File: src/rtl/rs_kes_pkg.sv
// Shared constants and types for the stage-2 key-equation-solver sequencer.
package rs_kes_pkg;

    localparam int unsigned SYM_W      = 8;
    localparam int unsigned NUM_SYN    = 4;
    localparam int unsigned NUM_LAMBDA = 3;
    localparam int unsigned NUM_OMEGA  = 2;

    // One syndrome set packed as {syn3, syn2, syn1, syn0}.
    localparam int unsigned BUNDLE_W = NUM_SYN * SYM_W;

    // Multiplicative identity in GF(2^8): lambda(x) = 1 for an error-free frame.
    localparam logic [SYM_W-1:0] GF_ONE = 8'h01;

    // Sequencer state encoding, one-hot.
    localparam int unsigned ST_W = 4;
    localparam logic [ST_W-1:0] StIdle   = 4'b0001;
    localparam logic [ST_W-1:0] StLaunch = 4'b0010;
    localparam logic [ST_W-1:0] StWait   = 4'b0100;
    localparam logic [ST_W-1:0] StPend   = 4'b1000;

    // One result frame as presented downstream.
    typedef struct packed {
        logic [SYM_W-1:0] lambda2;
        logic [SYM_W-1:0] lambda1;
        logic [SYM_W-1:0] lambda0;
        logic [SYM_W-1:0] omega1;
        logic [SYM_W-1:0] omega0;
        logic             err_free;
        logic             fail;
    } kes_result_t;

    function automatic logic syn_all_zero(input logic [BUNDLE_W-1:0] bundle);
        return bundle == '0;
    endfunction

endpackage

File: src/rtl/rs_syn_fifo.sv
// Synchronous FIFO for syndrome sets; push and pop may coincide at any occupancy.
module rs_syn_fifo #(
    parameter int unsigned DEPTH = 2,
    parameter int unsigned WIDTH = 32
) (
    input  logic             clk,
    input  logic             rst,
    input  logic             push,
    input  logic [WIDTH-1:0] wdata,
    input  logic             pop,
    output logic [WIDTH-1:0] rdata,
    output logic             full,
    output logic             empty
);

    localparam int unsigned AW = $clog2(DEPTH);

    logic [WIDTH-1:0] mem_q [DEPTH];
    // Pointers carry one extra wrap bit to tell full from empty.
    logic [AW:0]      wptr_q;
    logic [AW:0]      rptr_q;
    logic             push_ok;
    logic             pop_ok;

    assign empty   = (wptr_q == rptr_q);
    assign full    = (wptr_q[AW] != rptr_q[AW]) && (wptr_q[AW-1:0] == rptr_q[AW-1:0]);
    assign rdata   = mem_q[rptr_q[AW-1:0]];
    assign push_ok = push && !full;
    assign pop_ok  = pop && !empty;

    // Storage and pointer update; storage is cleared so the head reads zero after reset.
    always_ff @(posedge clk) begin
        if (rst) begin
            wptr_q <= '0;
            rptr_q <= '0;
            for (int i = 0; i < int'(DEPTH); i++) begin
                mem_q[i] <= '0;
            end
        end else begin
            if (push_ok) begin
                mem_q[wptr_q[AW-1:0]] <= wdata;
                wptr_q                <= wptr_q + 1'b1;
            end
            if (pop_ok) begin
                rptr_q <= rptr_q + 1'b1;
            end
        end
    end

endmodule

File: src/rtl/s2_kes_ctrl.sv
// Stage-2 KES sequencer: buffers syndrome sets, launches the core, captures and
// forwards results, bypasses all-zero sets and times out a silent core.
module s2_kes_ctrl
    import rs_kes_pkg::*;
#(
    parameter int unsigned SYN_DEPTH   = 2,
    parameter int unsigned KES_TIMEOUT = 8
) (
    input  logic             clk,
    input  logic             rst,
    input  logic             syn_valid,
    output logic             syn_ready,
    input  logic [SYM_W-1:0] syn0,
    input  logic [SYM_W-1:0] syn1,
    input  logic [SYM_W-1:0] syn2,
    input  logic [SYM_W-1:0] syn3,
    output logic             kes_ena,
    output logic [SYM_W-1:0] kes_syn0,
    output logic [SYM_W-1:0] kes_syn1,
    output logic [SYM_W-1:0] kes_syn2,
    output logic [SYM_W-1:0] kes_syn3,
    input  logic             kes_done,
    input  logic [SYM_W-1:0] kes_lambda0,
    input  logic [SYM_W-1:0] kes_lambda1,
    input  logic [SYM_W-1:0] kes_lambda2,
    input  logic [SYM_W-1:0] kes_omega0,
    input  logic [SYM_W-1:0] kes_omega1,
    output logic             out_valid,
    input  logic             out_ready,
    output logic [SYM_W-1:0] out_lambda0,
    output logic [SYM_W-1:0] out_lambda1,
    output logic [SYM_W-1:0] out_lambda2,
    output logic [SYM_W-1:0] out_omega0,
    output logic [SYM_W-1:0] out_omega1,
    output logic             out_err_free,
    output logic             out_fail,
    output logic             kes_err
);

    localparam int unsigned WD_W = $clog2(KES_TIMEOUT + 1);
    // Last watchdog value seen in WAIT before the core is declared dead.
    localparam logic [WD_W-1:0] WD_LAST = WD_W'(KES_TIMEOUT - 1);

    logic [ST_W-1:0]     state_q, state_d;
    logic [WD_W-1:0]     wd_q, wd_d;
    logic                fail_q, fail_d;
    logic                kes_err_q, kes_err_d;
    logic                out_valid_q;
    kes_result_t         res_q, res_d;
    logic                res_wr;

    logic [BUNDLE_W-1:0] fifo_wdata;
    logic [BUNDLE_W-1:0] fifo_head;
    logic                fifo_full;
    logic                fifo_empty;
    logic                slot_free;
    logic                head_zero;
    kes_result_t         core_res;
    kes_result_t         bypass_res;
    kes_result_t         fail_res;

    assign fifo_wdata = {syn3, syn2, syn1, syn0};

    rs_syn_fifo #(
        .DEPTH (SYN_DEPTH),
        .WIDTH (BUNDLE_W)
    ) u_fifo (
        .clk   (clk),
        .rst   (rst),
        .push  (syn_valid),
        .wdata (fifo_wdata),
        .pop   (res_wr),
        .rdata (fifo_head),
        .full  (fifo_full),
        .empty (fifo_empty)
    );

    assign syn_ready = !fifo_full;
    assign {kes_syn3, kes_syn2, kes_syn1, kes_syn0} = fifo_head;
    assign kes_ena   = (state_q == StLaunch);
    assign slot_free = !out_valid_q || out_ready;
    assign head_zero = syn_all_zero(fifo_head);

    // Candidate result words for the three ways a frame can leave.
    always_comb begin
        core_res          = '0;
        core_res.lambda0  = kes_lambda0;
        core_res.lambda1  = kes_lambda1;
        core_res.lambda2  = kes_lambda2;
        core_res.omega0   = kes_omega0;
        core_res.omega1   = kes_omega1;
        bypass_res          = '0;
        bypass_res.lambda0  = GF_ONE;
        bypass_res.err_free = 1'b1;
        fail_res      = '0;
        fail_res.fail = 1'b1;
    end

    // Sequencer next state, watchdog and result-write decision.
    always_comb begin
        state_d   = state_q;
        wd_d      = wd_q;
        fail_d    = fail_q;
        kes_err_d = kes_err_q;
        res_wr    = 1'b0;
        res_d     = '0;
        unique case (state_q)
            StIdle: begin
                if (!fifo_empty) begin
                    if (!head_zero) begin
                        state_d = StLaunch;
                    end else if (slot_free) begin
                        res_wr = 1'b1;
                        res_d  = bypass_res;
                    end
                end
            end
            StLaunch: begin
                wd_d    = '0;
                state_d = StWait;
            end
            StWait: begin
                wd_d = wd_q + 1'b1;
                // A completion in the same cycle as the deadline still counts.
                if (kes_done) begin
                    if (slot_free) begin
                        res_wr  = 1'b1;
                        res_d   = core_res;
                        state_d = StIdle;
                    end else begin
                        state_d = StPend;
                    end
                end else if (wd_q == WD_LAST) begin
                    kes_err_d = 1'b1;
                    fail_d    = 1'b1;
                    state_d   = StPend;
                end
            end
            StPend: begin
                // Core outputs hold after kes_done, so they are forwarded directly.
                if (slot_free) begin
                    res_wr  = 1'b1;
                    res_d   = fail_q ? fail_res : core_res;
                    fail_d  = 1'b0;
                    state_d = StIdle;
                end
            end
            default: begin
                state_d = StIdle;
            end
        endcase
    end

    // Control state registers.
    always_ff @(posedge clk) begin
        if (rst) begin
            state_q   <= StIdle;
            wd_q      <= '0;
            fail_q    <= 1'b0;
            kes_err_q <= 1'b0;
        end else begin
            state_q   <= state_d;
            wd_q      <= wd_d;
            fail_q    <= fail_d;
            kes_err_q <= kes_err_d;
        end
    end

    // Downstream output register with valid/ready handshake.
    always_ff @(posedge clk) begin
        if (rst) begin
            out_valid_q <= 1'b0;
            res_q       <= '0;
        end else if (res_wr) begin
            out_valid_q <= 1'b1;
            res_q       <= res_d;
        end else if (out_ready) begin
            out_valid_q <= 1'b0;
        end
    end

    assign out_valid    = out_valid_q;
    assign out_lambda0  = res_q.lambda0;
    assign out_lambda1  = res_q.lambda1;
    assign out_lambda2  = res_q.lambda2;
    assign out_omega0   = res_q.omega0;
    assign out_omega1   = res_q.omega1;
    assign out_err_free = res_q.err_free;
    assign out_fail     = res_q.fail;
    assign kes_err      = kes_err_q;

endmodule

File: config.mk
export PLATFORM = sky130hd
export DESIGN_NAME = s2_kes_ctrl
export DESIGN_NICKNAME = d
export VERILOG_FILES = /design/src/rtl/rs_kes_pkg.sv /design/src/rtl/rs_syn_fifo.sv /design/src/rtl/s2_kes_ctrl.sv
export SDC_FILE = /design/constraint.sdc
export NUM_CORES = 1
export LEC_CHECK = 0
export CAP_MARGIN = 20
export CORE_AREA = 5 5 110 112
export CTS_CLUSTER_SIZE = 25
export DETAILED_ROUTE_END_ITERATION = 12
export DIE_AREA = 0 0 115 117
export PLACE_DENSITY = 0.85
export REMOVE_ABC_BUFFERS = 1
export SLEW_MARGIN = 30
export SYNTH_ARGS = -nofsm -noshare
export SYNTH_HDL_FRONTEND = slang
export SYNTH_HIERARCHICAL = 1
export SYNTH_SLANG_ARGS = --single-unit
File: constraint.sdc
create_clock -name clk -period 3.5 [get_ports clk]
set_input_delay 0.7 -clock clk [delete_from_list [all_inputs] [get_ports clk]]
set_output_delay 0.7 -clock clk [all_outputs]
set_load 0.01 [all_outputs]
## Yosys cells after proc, flatten, opt, wreduce, memory -nomap -nowiden

Memory sizes are Yosys's and may differ from the RTL's. A register that Yosys moved wholly into a read port is not among the register bits.
Cells that the tools add are included.

| cells by class | value |
|---|---|
| reductions and logical operators | 15 |
| magnitude comparators | 0 |
| mux-type cells | 37 |
| eq/ne operators | 14 |
| shifts and indexed selects | 0 |
| multipliers | 0 |
| bitwise gates (word level) | 1 |
| divide/modulo/power cells | 0 |
| $add $sub $neg | 3 |

Operators by type and width:

| cell | count |
|---|---|
| 42-bit two-way mux | 4 |
| 42-bit one-hot mux with 3 select lines | 1 |
| 19-bit two-way mux | 3 |
| 32-bit logical NOT | 1 |
| 32-bit two-way mux | 1 |
| 32-bit OR reduction | 1 |
| 4-bit two-way mux | 6 |
| 1-bit two-way mux | 18 |
| 4-bit one-hot mux with 4 select lines | 1 |
| 2-bit inequality test (second input constant) | 5 |
| 4-bit by 3-bit == test with 1-bit output (second input constant) | 2 |
| 4-bit one-hot mux with 2 select lines | 1 |
| 4-bit AND reduction | 2 |
| 2-bit nonzero test | 3 |
| 2-bit by 1-bit adder with 2-bit output (second input constant) | 2 |
| 4-bit by 1-bit adder with 4-bit output (second input constant) | 1 |
| 4-bit by 1-bit == test with 1-bit output (second input constant) | 1 |
| 4-bit by 2-bit == test with 1-bit output (second input constant) | 1 |
| 4-bit == test (second input constant) | 1 |
| 1-bit logical AND | 3 |
| 1-bit logical NOT | 3 |
| 3-bit inequality test (second input constant) | 1 |
| 1-bit one-hot mux with 3 select lines | 1 |
| 3-bit AND reduction | 1 |
| other kinds (6) | 6 |

| word-level totals | value |
|---|---|
| register bits | 57 |
| latch bits | 0 |
| bits in writable memories | 64 |
| output and inout port bits | 78 |
| bits of input ports | 77 |
| word-level logic and storage cells | 85 |
| memories kept | 1 |
| bits in read-only memories | 0 |

Memory list:

| name | words | bits a word | rd ports | clocked after Yosys merged registers in | wr ports | RTL line | RTL |
|---|---|---|---|---|---|---|---|
| u_fifo.mem_q | 2 | 32 | 1 | 1 | 2 | rs_syn_fifo.sv:18 | `logic [WIDTH-1:0] mem_q [DEPTH];` |

## Longest topological paths before layout

| logic depth | value |
|---|---|
| depth after elaboration | 9 |
| mapped depth | 10 |

## Cells and area by module

The synthesis kept the hierarchy.

By module, submodules not included:

| module | seq. area each (um^2) | area each (um^2) | cells each | times used |
|---|---|---|---|---|
| rs_syn_fifo | 2,021.9 | 3,076.7 | 238 | 1 |
| s2_kes_ctrl | 1,061.0 | 1,943.1 | 180 | 1 |

## Least setup slack after synthesis

OpenSTA, ideal clock, no wires.

| path | value |
|---|---|
| path kind | register to register |
| from | register with a tool-made name |
| to | register res_q, in the netlist out_fail |
| path slack | 831 ps |
| data arrival time | 2,552 ps |
| cell stages (with the launch flop) | 10 |
| library setup time | 117 ps |
| cell sequence | dfxtp_1 -> clkbuf_1 -> buf_2 -> mux2_1 -> nor4_1 -> nand4_1 -> or4_4 -> nor3b_1 -> buf_6 -> a22o_1 |

RTL lines:

| item | RTL line | RTL |
|---|---|---|
| end signal, assigned | s2_kes_ctrl.sv:176 | `res_q <= res_d;` |
| end, declared | s2_kes_ctrl.sv:49 | `kes_result_t res_q, res_d;` |

==> results_dict.tcl <==
set metrics [dict create \
    outcome "completed" \
    yosysWarningCount 6 \
    via_count 3791 \
    postCtsSetupBuffers 0 \
    min_period_ns 3.004 \
    rows 39 \
    holdCritStartpoint "wd_q[3]" \
    viasPerCell 5.165 \
    final_nets 656 \
    wl_per_cell_um 17.13 \
    worst_pin_slew_ns 0.5487 \
    hold_end "wd_q[3]" \
    yosys.area_share.simple_pct 16.48 \
    num-fill-cells 837 \
    rsz0062_at_grt "false" \
    clock-sinks 122 \
    hold_slack_ns 0.4608 \
    io_buffers 154 \
    root_buffer "clkbuf_16" \
    fp.coreArea_um2 11130 \
    rr_worst_depth 8 \
    die_y_um 117 \
    hp-class "reg2reg" \
    drv_cap 0 \
    synth_top_family_by_area "simple AND/OR/NAND/NOR gates" \
    synth_top_area_cell "edfxtp_1" \
    antenna_found_initial 0 \
    max_slew_margin_pct 62.91 \
    cts_max_level 4 \
    synthMuxAreaShare_pct 8.076 \
    firstDrtPassIters 4 \
    synthAdderAreaFrac_pct 0.2493 \
    yosys-top-cells-area "edfxtp_1, dfxtp_1, a22o_1" \
    antennaDiodeCount 0 \
    cts_buffer_depth 2 \
    synth_edf_count 64 \
    end_kind "register" \
    grt_usage_pct 19.26 \
    r2r_end "out_fail" \
    dp_worst_setup_slack_ns 0.5218 \
    final-setup-viol-count 0 \
    place_congestion 0.8085 \
    drc 0 \
    dieWidth_um 115 \
    tns_ns 0 \
    numCtsBuffers 17 \
    power.density_nw_per_um2 531.9 \
    finalHoldViolCount 0 \
    cp_max_fo 40 \
    syn_to_final_growth_pct 46.26 \
    final.setup.worst_slack_ns 0.4965 \
    drtIter0Drc 350 \
    dp.cells 702 \
    period_share_pct 85.82 \
    fin_worst_skew_ns 0.01126 \
    place_hpwl_um 8676 \
    fmax_mhz 332.9 \
    die_area_um2 13460 \
    synth-main-ff-cell "edfxtp_1" \
    cts_hold_buffers 0 \
    overflow 0 \
    syn_area_per_cell_um2 12.01 \
    cp-start-kind "register" \
    pin_count 155 \
    p_leak_nw 2.735 \
    final_cell_mix "clkdlybuf4s50_1, nor2_1, edfxtp_1, dfxtp_1, a22o_1" \
    synth.top_cell.area_share_pct 38.29 \
    async_flop_share_pct 0 \
    grt_max_degree 41 \
    grt_pass1_wl_um 20240 \
    required_ns 3.79 \
    crit_type "reg2reg" \
    synth_xor_area_share_pct 0.4985 \
    clock_latency_ns 0.40 \
    synth_cell_types 44 \
    ff2ff_setup_slack_ns 0.50 \
    synth_seq_cells 122 \
    drive_gt1_share_pct 11.34 \
    wirelength_um 12570 \
    yosysSeqAreaShare_pct 61.42 \
    arrival_ns 3.29 \
    hold_path_depth 1 \
    final_cells 734 \
    path_clk_slew_ns 0.05 \
    drv_slew 0 \
    grt_pass1_vias 4109 \
    final_common_cell "clkdlybuf4s50_1" \
    synth_area_um2 5020 \
    syn_inst 418 \
    cts_resized 0 \
    synth_compound_area_share_pct 10.52 \
    initial_core_util_pct 45.12 \
    vdd_drop_max_mv 0.3366 \
    ant_nets 0 \
    cts_tree "done" \
]
[layer usage]
metal,up-vias,share of wire (%),GRT usage (%)
met2,161,48,32.21
li1,1832,-,-
met3,4,11,7.918
met1,1794,41,22.81
met5,-,0,0
met4,0,0.60,5.947
[kinds of logic after synthesis]
group           after synthesis
compound gates               67
xor+xnor                      2
fa+ha+maj                     1
buf+inv                      29
flops                       122
mux                          36
simple gates                161
[critical path: stages, from the launching register on]
cell     delay (ns)
dfxtp_1        0.36
buf_12         0.22
mux2_1         0.36
nor4_1         0.35
nand4_1        0.24
or4_4          0.61
nor3b_2        0.18
buf_4          0.28
a22o_1         0.27
[registers in the layout, summed over array words and instances (netlist names), 4 cells and up, named ones only]
name / cells
out_lambda0: 8
wd_q: 4
out_lambda2: 8
u_fifo/mem_q: 64
out_lambda1: 8
out_omega1: 8
out_omega0: 8
state_q: 4
[Yosys cell counts (3+ instances only)]
cell      count
inv_1         5
a22o_1       40
buf_2        15
a211oi_1      3
mux2_1       17
nor2b_1       3
mux2_2       15
nand3_1       3
clkbuf_1      6
nand2_1      11
nor2_1       82
mux2i_1       3
nor4_1        8
a21oi_1      12
dfxtp_1      58
o21a_1        3
nor3_1        3
nand2b_1     36
edfxtp_1     64
[power breakdown]
group	switching [mW]	leakage (nW)	total (mW)	internal (mW)
clock network	0.628	0.296	1.82	1.20
logic	0.207	1.29	0.452	0.245
registers	0.0435	1.15	1.63	1.59
total	0.878	2.74	3.91	3.03
[per-stage QoR]
stage	util (%)	cell area [µm²]	power (mW)
6_report	65.99	7342	3.905
3_5_place_dp	60.38	6718	2.111
4_1_cts	65.99	7342	3.937
2_1_floorplan	-	4903	1.864
5_1_grt	65.99	7342	4.056
3_3_place_gp	60.38	6718	2.097
[worst max path at each step]
stage	from	to	slack [ns]	cells past startpoint
floorplan	register	out_fail	-0.77	6
finish	register	out_fail	0.50	8
global route	register	out_fail	0.41	8
detailed placement	register	out_fail	0.52	8
global placement	register	out_fail	0.58	8
CTS	register	out_fail	0.48	8
[final cells by class]
class                           count  area (µm²)  area share (%)
Clock buffer                       18       429.2           5.845
Clock inverter                     14       195.2           2.658
Timing Repair Buffer              164        1624           22.12
Sequential cell                   122        3083           41.99
Inverter                            6       22.52          0.3067
Multi-Input combinational cell    267        1809           24.64
Tap cell                          143       178.9           2.437
Note: power is estimated with default switching activity, not from simulation.
